<file path="src/rtl/proc_ctrl_pkg.sv">
// rtl/proc_ctrl_pkg.sv - shared state encodings and ALU timer limits for proc_ctrl_fsm
package proc_ctrl_pkg;

    typedef enum logic [2:0] {
        ST_IDLE      = 3'd0,
        ST_FETCH     = 3'd1,
        ST_LOAD_REG  = 3'd2,
        ST_ALU       = 3'd3,
        ST_WRITEBACK = 3'd4,
        ST_HALT      = 3'd5
    } state_t;

    localparam int ALU_CYCLES_MIN = 1;
    localparam int ALU_CYCLES_MAX = 16;
    // Timer holds ALU_CYCLES-1, so 4 bits cover the full legal range.
    localparam int TIMER_W = 4;

endpackage

</file>
<file path="src/rtl/proc_ctrl_timer.sv">
// rtl/proc_ctrl_timer.sv - ALU cycle down-counter: load on entry, tick while in ALU, done on last cycle
module proc_ctrl_timer
    import proc_ctrl_pkg::*;
#(
    parameter int CYCLES = 2
) (
    input  logic clk,
    input  logic rst,
    input  logic load,
    input  logic tick,
    output logic done
);

    logic [TIMER_W-1:0] cnt;

    always_ff @(posedge clk or posedge rst) begin
        if (rst) begin
            cnt <= '0;
        end else if (load) begin
            cnt <= TIMER_W'(CYCLES - 1);
        end else if (tick && cnt != '0) begin
            cnt <= cnt - TIMER_W'(1);
        end
    end

    assign done = (cnt == '0);

endmodule

</file>
<file path="src/rtl/proc_ctrl_fsm.sv">
// rtl/proc_ctrl_fsm.sv - fetch/load/alu/writeback control FSM with halt handling and retire counter
module proc_ctrl_fsm
    import proc_ctrl_pkg::*;
#(
    parameter int CC_WIDTH   = 4,
    parameter int PC_WIDTH   = 8,
    parameter int ALU_CYCLES = 2,
    parameter int CNT_WIDTH  = 16
) (
    input  logic                 clk,
    input  logic                 rst,
    input  logic                 start,
    input  logic                 mem_ready,
    input  logic [CC_WIDTH-1:0]  cc_flags,
    input  logic [CC_WIDTH-1:0]  cc_mask,
    input  logic                 halt_req,
    input  logic                 resume,
    output logic [2:0]           current_state,
    output logic                 fetch_req,
    output logic                 reg_load_en,
    output logic                 alu_en,
    output logic                 wb_en,
    output logic [PC_WIDTH-1:0]  pc,
    output logic [CNT_WIDTH-1:0] retired,
    output logic                 halted
);

    if (ALU_CYCLES < ALU_CYCLES_MIN || ALU_CYCLES > ALU_CYCLES_MAX) begin : g_bad_alu_cycles
        $error("proc_ctrl_fsm: ALU_CYCLES out of range");
    end

    state_t state;
    state_t nxt;
    logic   halt_pend;
    logic   halt_eff;
    logic   cond_true;
    logic   alu_done;

    // A request arriving on a boundary cycle counts immediately.
    assign halt_eff  = halt_pend | halt_req;
    assign cond_true = (cc_mask == '0) || ((cc_flags & cc_mask) != '0);

    always_comb begin
        nxt = state;
        case (state)
            ST_IDLE:      if (start) nxt = ST_FETCH;
                          else if (halt_eff) nxt = ST_HALT;
            ST_FETCH:     if (mem_ready) nxt = ST_LOAD_REG;
            ST_LOAD_REG:  if (cond_true) nxt = ST_ALU;
                          else nxt = halt_eff ? ST_HALT : ST_FETCH;
            ST_ALU:       if (alu_done) nxt = ST_WRITEBACK;
            ST_WRITEBACK: nxt = halt_eff ? ST_HALT : ST_FETCH;
            ST_HALT:      if (resume) nxt = ST_FETCH;
            default:      nxt = ST_IDLE;
        endcase
    end

    proc_ctrl_timer #(
        .CYCLES(ALU_CYCLES)
    ) u_timer (
        .clk  (clk),
        .rst  (rst),
        .load (state == ST_LOAD_REG && nxt == ST_ALU),
        .tick (state == ST_ALU),
        .done (alu_done)
    );

    always_ff @(posedge clk or posedge rst) begin
        if (rst) begin
            state     <= ST_IDLE;
            pc        <= '0;
            retired   <= '0;
            halt_pend <= 1'b0;
        end else begin
            state <= nxt;
            if (nxt == ST_HALT && state != ST_HALT) begin
                halt_pend <= 1'b0;
            end else if (state != ST_HALT && halt_req) begin
                halt_pend <= 1'b1;
            end
            if (state == ST_FETCH && mem_ready) begin
                pc <= pc + PC_WIDTH'(1);
            end
            if (state == ST_WRITEBACK && retired != '1) begin
                retired <= retired + CNT_WIDTH'(1);
            end
        end
    end

    assign current_state = state;
    assign fetch_req     = (state == ST_FETCH);
    assign reg_load_en   = (state == ST_LOAD_REG);
    assign alu_en        = (state == ST_ALU);
    assign wb_en         = (state == ST_WRITEBACK);
    assign halted        = (state == ST_HALT);

endmodule

</file>
<file path="config.mk">
export PLATFORM = sky130hd
export DESIGN_NAME = proc_ctrl_fsm
export DESIGN_NICKNAME = d
export VERILOG_FILES = /design/src/rtl/proc_ctrl_pkg.sv /design/src/rtl/proc_ctrl_timer.sv /design/src/rtl/proc_ctrl_fsm.sv
export SDC_FILE = /design/constraint.sdc
export NUM_CORES = 1
export LEC_CHECK = 0
export CAP_MARGIN = 20
export CORE_MARGIN = 1
export CORE_UTILIZATION = 43
export CTS_CLUSTER_DIAMETER = 40
export DETAILED_ROUTE_END_ITERATION = 8
export HOLD_SLACK_MARGIN = 0.05
export PLACE_DENSITY = 0.84
export SYNTH_ARGS = -nofsm -noshare
export SYNTH_HDL_FRONTEND = slang
export SYNTH_SLANG_ARGS = --single-unit
</file>
<file path="constraint.sdc">
create_clock -name clk -period 1.8 [get_ports clk]
set_clock_uncertainty 0.2 [all_clocks]
set_input_delay 0.27 -clock clk [delete_from_list [all_inputs] [get_ports clk]]
set_output_delay 0.27 -clock clk [all_outputs]
set_load 0.03 [all_outputs]
</file>
==> results <==
==> per-layer routing <==
metal,vias up,track usage (%),share of wire [%]
met5,-,0,0
met3,8,7.75,4.2
li1,741,-,-
met1,720,25.7,42
met2,45,35.7,51
met4,0,10.3,2.3
==> critical path, delay by kind of cell (launching register included) <==
family | cells | cell delay (ns)
buffers and inverters | 1 | 0.19
flip-flops | 1 | 0.40
AND/OR/NAND/NOR | 3 | 0.62
adder cells (fa/ha/maj) | 1 | 0.14
XOR/XNOR | 1 | 0.14
==> cells by family (layout without fill, tap and decap cells) <==
kind of cell / after synthesis / in the layout / share of synthesized area [%]
buffers and inverters: 13 / 97 / 4.62
AO/OA/AOI/OAI: 17 / 17 / 6.59
multiplexers: 2 / 2 / 1.32
AND/OR/NAND/NOR: 71 / 71 / 27.6
flip-flops: 32 / 32 / 46.9
XOR/XNOR: 21 / 21 / 10.8
adder cells (fa/ha/maj): 3 / 3 / 2.20
==> cells in the final DEF (no fill, tap or decap), drive strengths merged <==
cell / synthesis / layout
a211oi: 2 / 2
a21oi: 6 / 6
a221oi: 1 / 1
a22o: 2 / 2
a22oi: 1 / 1
a41oi: 1 / 1
and3: 3 / 3
and3b: 2 / 2
and4: 1 / 1
buf: 4 / 42
clkbuf: 2 / 6
clkdlybuf4s50: 0 / 13
clkinv: 1 / 3
dfrtp: 32 / 32
dlygate4sd2: 0 / 27
ha: 3 / 3
inv: 6 / 6
mux2: 2 / 2
nand2: 10 / 10
nand2b: 1 / 1
nand3: 8 / 8
nand4: 12 / 12
nand4b: 1 / 1
nor2: 8 / 8
nor2b: 2 / 2
nor3: 7 / 7
nor3b: 4 / 4
nor4: 7 / 7
nor4b: 1 / 1
nor4bb: 1 / 1
o211ai: 1 / 1
o21a: 1 / 1
o21ai: 2 / 2
or3: 1 / 1
or3b: 1 / 1
or4: 1 / 1
xnor2: 11 / 11
xor2: 10 / 10
==> repair_timing <==
action | CTS | global route
setup buffers | 5 | 5
resized for setup | 39 | 8
pin swaps | 7 | 13
setup endpoints to repair | 32 | 18
==> worst paths after layout <==
path / slack (ns) / depth (start not counted) / to
setup / recovery: -0.02 / 6 / retired[4]
max in group asynchronous: 0.92 / 3 / retired[7]
min in group clk: 0.27 / 1 / pc[7]
setup reg to reg: -0.02 / 6 / retired[4]
hold / removal: 0.17 / 3 / halt_pend
hold reg to reg: 0.27 / 1 / pc[7]
==> cell type report <==
type | count | area (um2)
fill | 267 | 1090
multi-input combinational | 114 | 931
sequential | 32 | 811
timing repair buffer | 82 | 717
clock buffer | 6 | 82.6
tap | 48 | 60.1
inverter | 7 | 38.8
clock inverter | 2 | 10.0
==> where the power goes <==
part           switching, mW  leakage, nW  internal [mW]
Sequential             0.178        0.408          0.899
Combinational          0.811        0.863          0.696
Clock                  0.273       0.0510          0.305
Total                   1.26         1.32           1.90
==> per-stage QoR <==
| step | std cells | instance area [um2] | util (%) | hold slack, ns |
|---|---|---|---|---|
| after floorplan | 159 | 1770 | - | 0.186 |
| after global placement | 274 | 2420 | 64.7 | 0.266 |
| after detailed placement | 274 | 2420 | 64.7 | 0.268 |
| after CTS | 287 | 2590 | 69.2 | 0.171 |
| after global routing | 291 | 2650 | 70.8 | 0.210 |
| final | 291 | 2650 | 70.8 | 0.170 |
==> state kept, by name, indices dropped and copies added, names as in the netlist <==
signal         count
current_state      3
halt_pend          1
pc                 8
retired           16
u_timer.cnt        4
==> flow_summary.json <==
{
  "synth_top_area_share_pct": 46.9,
  "ys_ff_latch": 32,
  "async_flop_share_pct": 100,
  "ant_nets": 0,
  "min_path_type": "input port to async pin",
  "crit_slowest_cell": "dfrtp_2",
  "grt_pass1_wl_um": 6850,
  "synth_area_leader_cell": "dfrtp_1",
  "hpwlAfterDp_um": 2890,
  "synth_area_per_cell_um2": 10.7,
  "cts_buffers": 5,
  "p_per_area_nw_per_um2": 1190,
  "crit_path_start_kind": "flip-flop",
  "yosysWarnings": 0,
  "arrival_ns": 1.78,
  "track_usage_pct": 21.9,
  "root_buffer": "clkbuf_8",
  "fin_crit_sh_pct": 101,
  "numPortBuffers": 45,
  "syn_nets": 176,
  "grt_setup_unrepaired": "yes",
  "syn2layout_area_growth_pct": 55.2,
  "dieArea_um2": 4230,
  "synthCells": 159,
  "synth_common_cells": "32 x dfrtp_1, 11 x nand4_1, 11 x xnor2_1",
  "maxCapViolations": 0,
  "antenna_found_initial": 0,
  "gp_congestion": 0.775,
  "slew_headroom_pct": 73.3,
  "fp.dieH_um": 65.0,
  "synth-main-ff-cell": "dfrtp_1",
  "criticalPathCategory": "flip-flop to flip-flop",
  "startpoint": "retired[0]",
  "avgViaCountPerCell": 5.20,
  "first_global_vias": 1481,
  "syn_area_um2": 1710,
  "timing.final.ws_setup_ns": -0.0236,
  "worstPathCellList": "ha_4 -> nand4_1 -> nor4_4 -> buf_4 -> nor3_1 -> xor2_1",
  "p_total_mw": 3.16,
  "drt-pass1-iter-count": 4,
  "crit_path_max_fanout": 2,
  "status": "complete, but fails checks",
  "drc_errors": 0,
  "worst_ep_required_time_ns": 1.76,
  "total_leakage_power_nw": 1.32,
  "violations": "negative setup slack",
  "wl_um": 4310,
  "setup_violations": 6,
  "drive_gt1_share_pct": 33.7,
  "die_w_um": 65.0,
  "cts_sinks": 32,
  "grt_overflow_total": 0,
  "clock_latency_ns": 0.29,
  "cts.clk_slew.worst_paths_ns": 0.07,
  "fp-row-count": 22,
  "synth.most_common_cell": "dfrtp_1",
  "grt_max_degree": 33,
  "antenna_cells": 0,
  "nets": 259,
  "fmax_mhz": 548,
  "slew_viol_final": 0,
  "r2r_start": "retired[0]",
  "floorplan.initialDensity_pct": 45.6,
  "tightest_slew_ns": 0.400,
  "holdBufCountCts": 0,
  "yosysUniqueCellTypes": 42,
  "setup_tns_ns": -0.0812,
  "peakVddDrop_v": 0.000677,
  "place_ws_ns": -0.184,
  "core_um2": 3740,
  "synth_area_leaders": "dfrtp_1 47%, xnor2_1 5.6%, xor2_1 5.1%",
  "cp_slowest_stage_delay_ns": 0.40,
  "cts_tree": "built",
  "vias": 1514,
  "wl_per_cell_um": 14.8,
  "htreeDepth": 2,
  "io_pins": 46,
  "cp-end-kind": "flip-flop",
  "finalHoldViolCount": 0,
  "clockBufferDepth": 2,
  "synth_edf_count": 0,
  "drt_iter0_markers": 78,
  "seq_area_frac_synth_pct": 46.9,
  "period_minus_slack_ns": 1.82
}
Note: power is estimated with default switching activity, not from simulation.
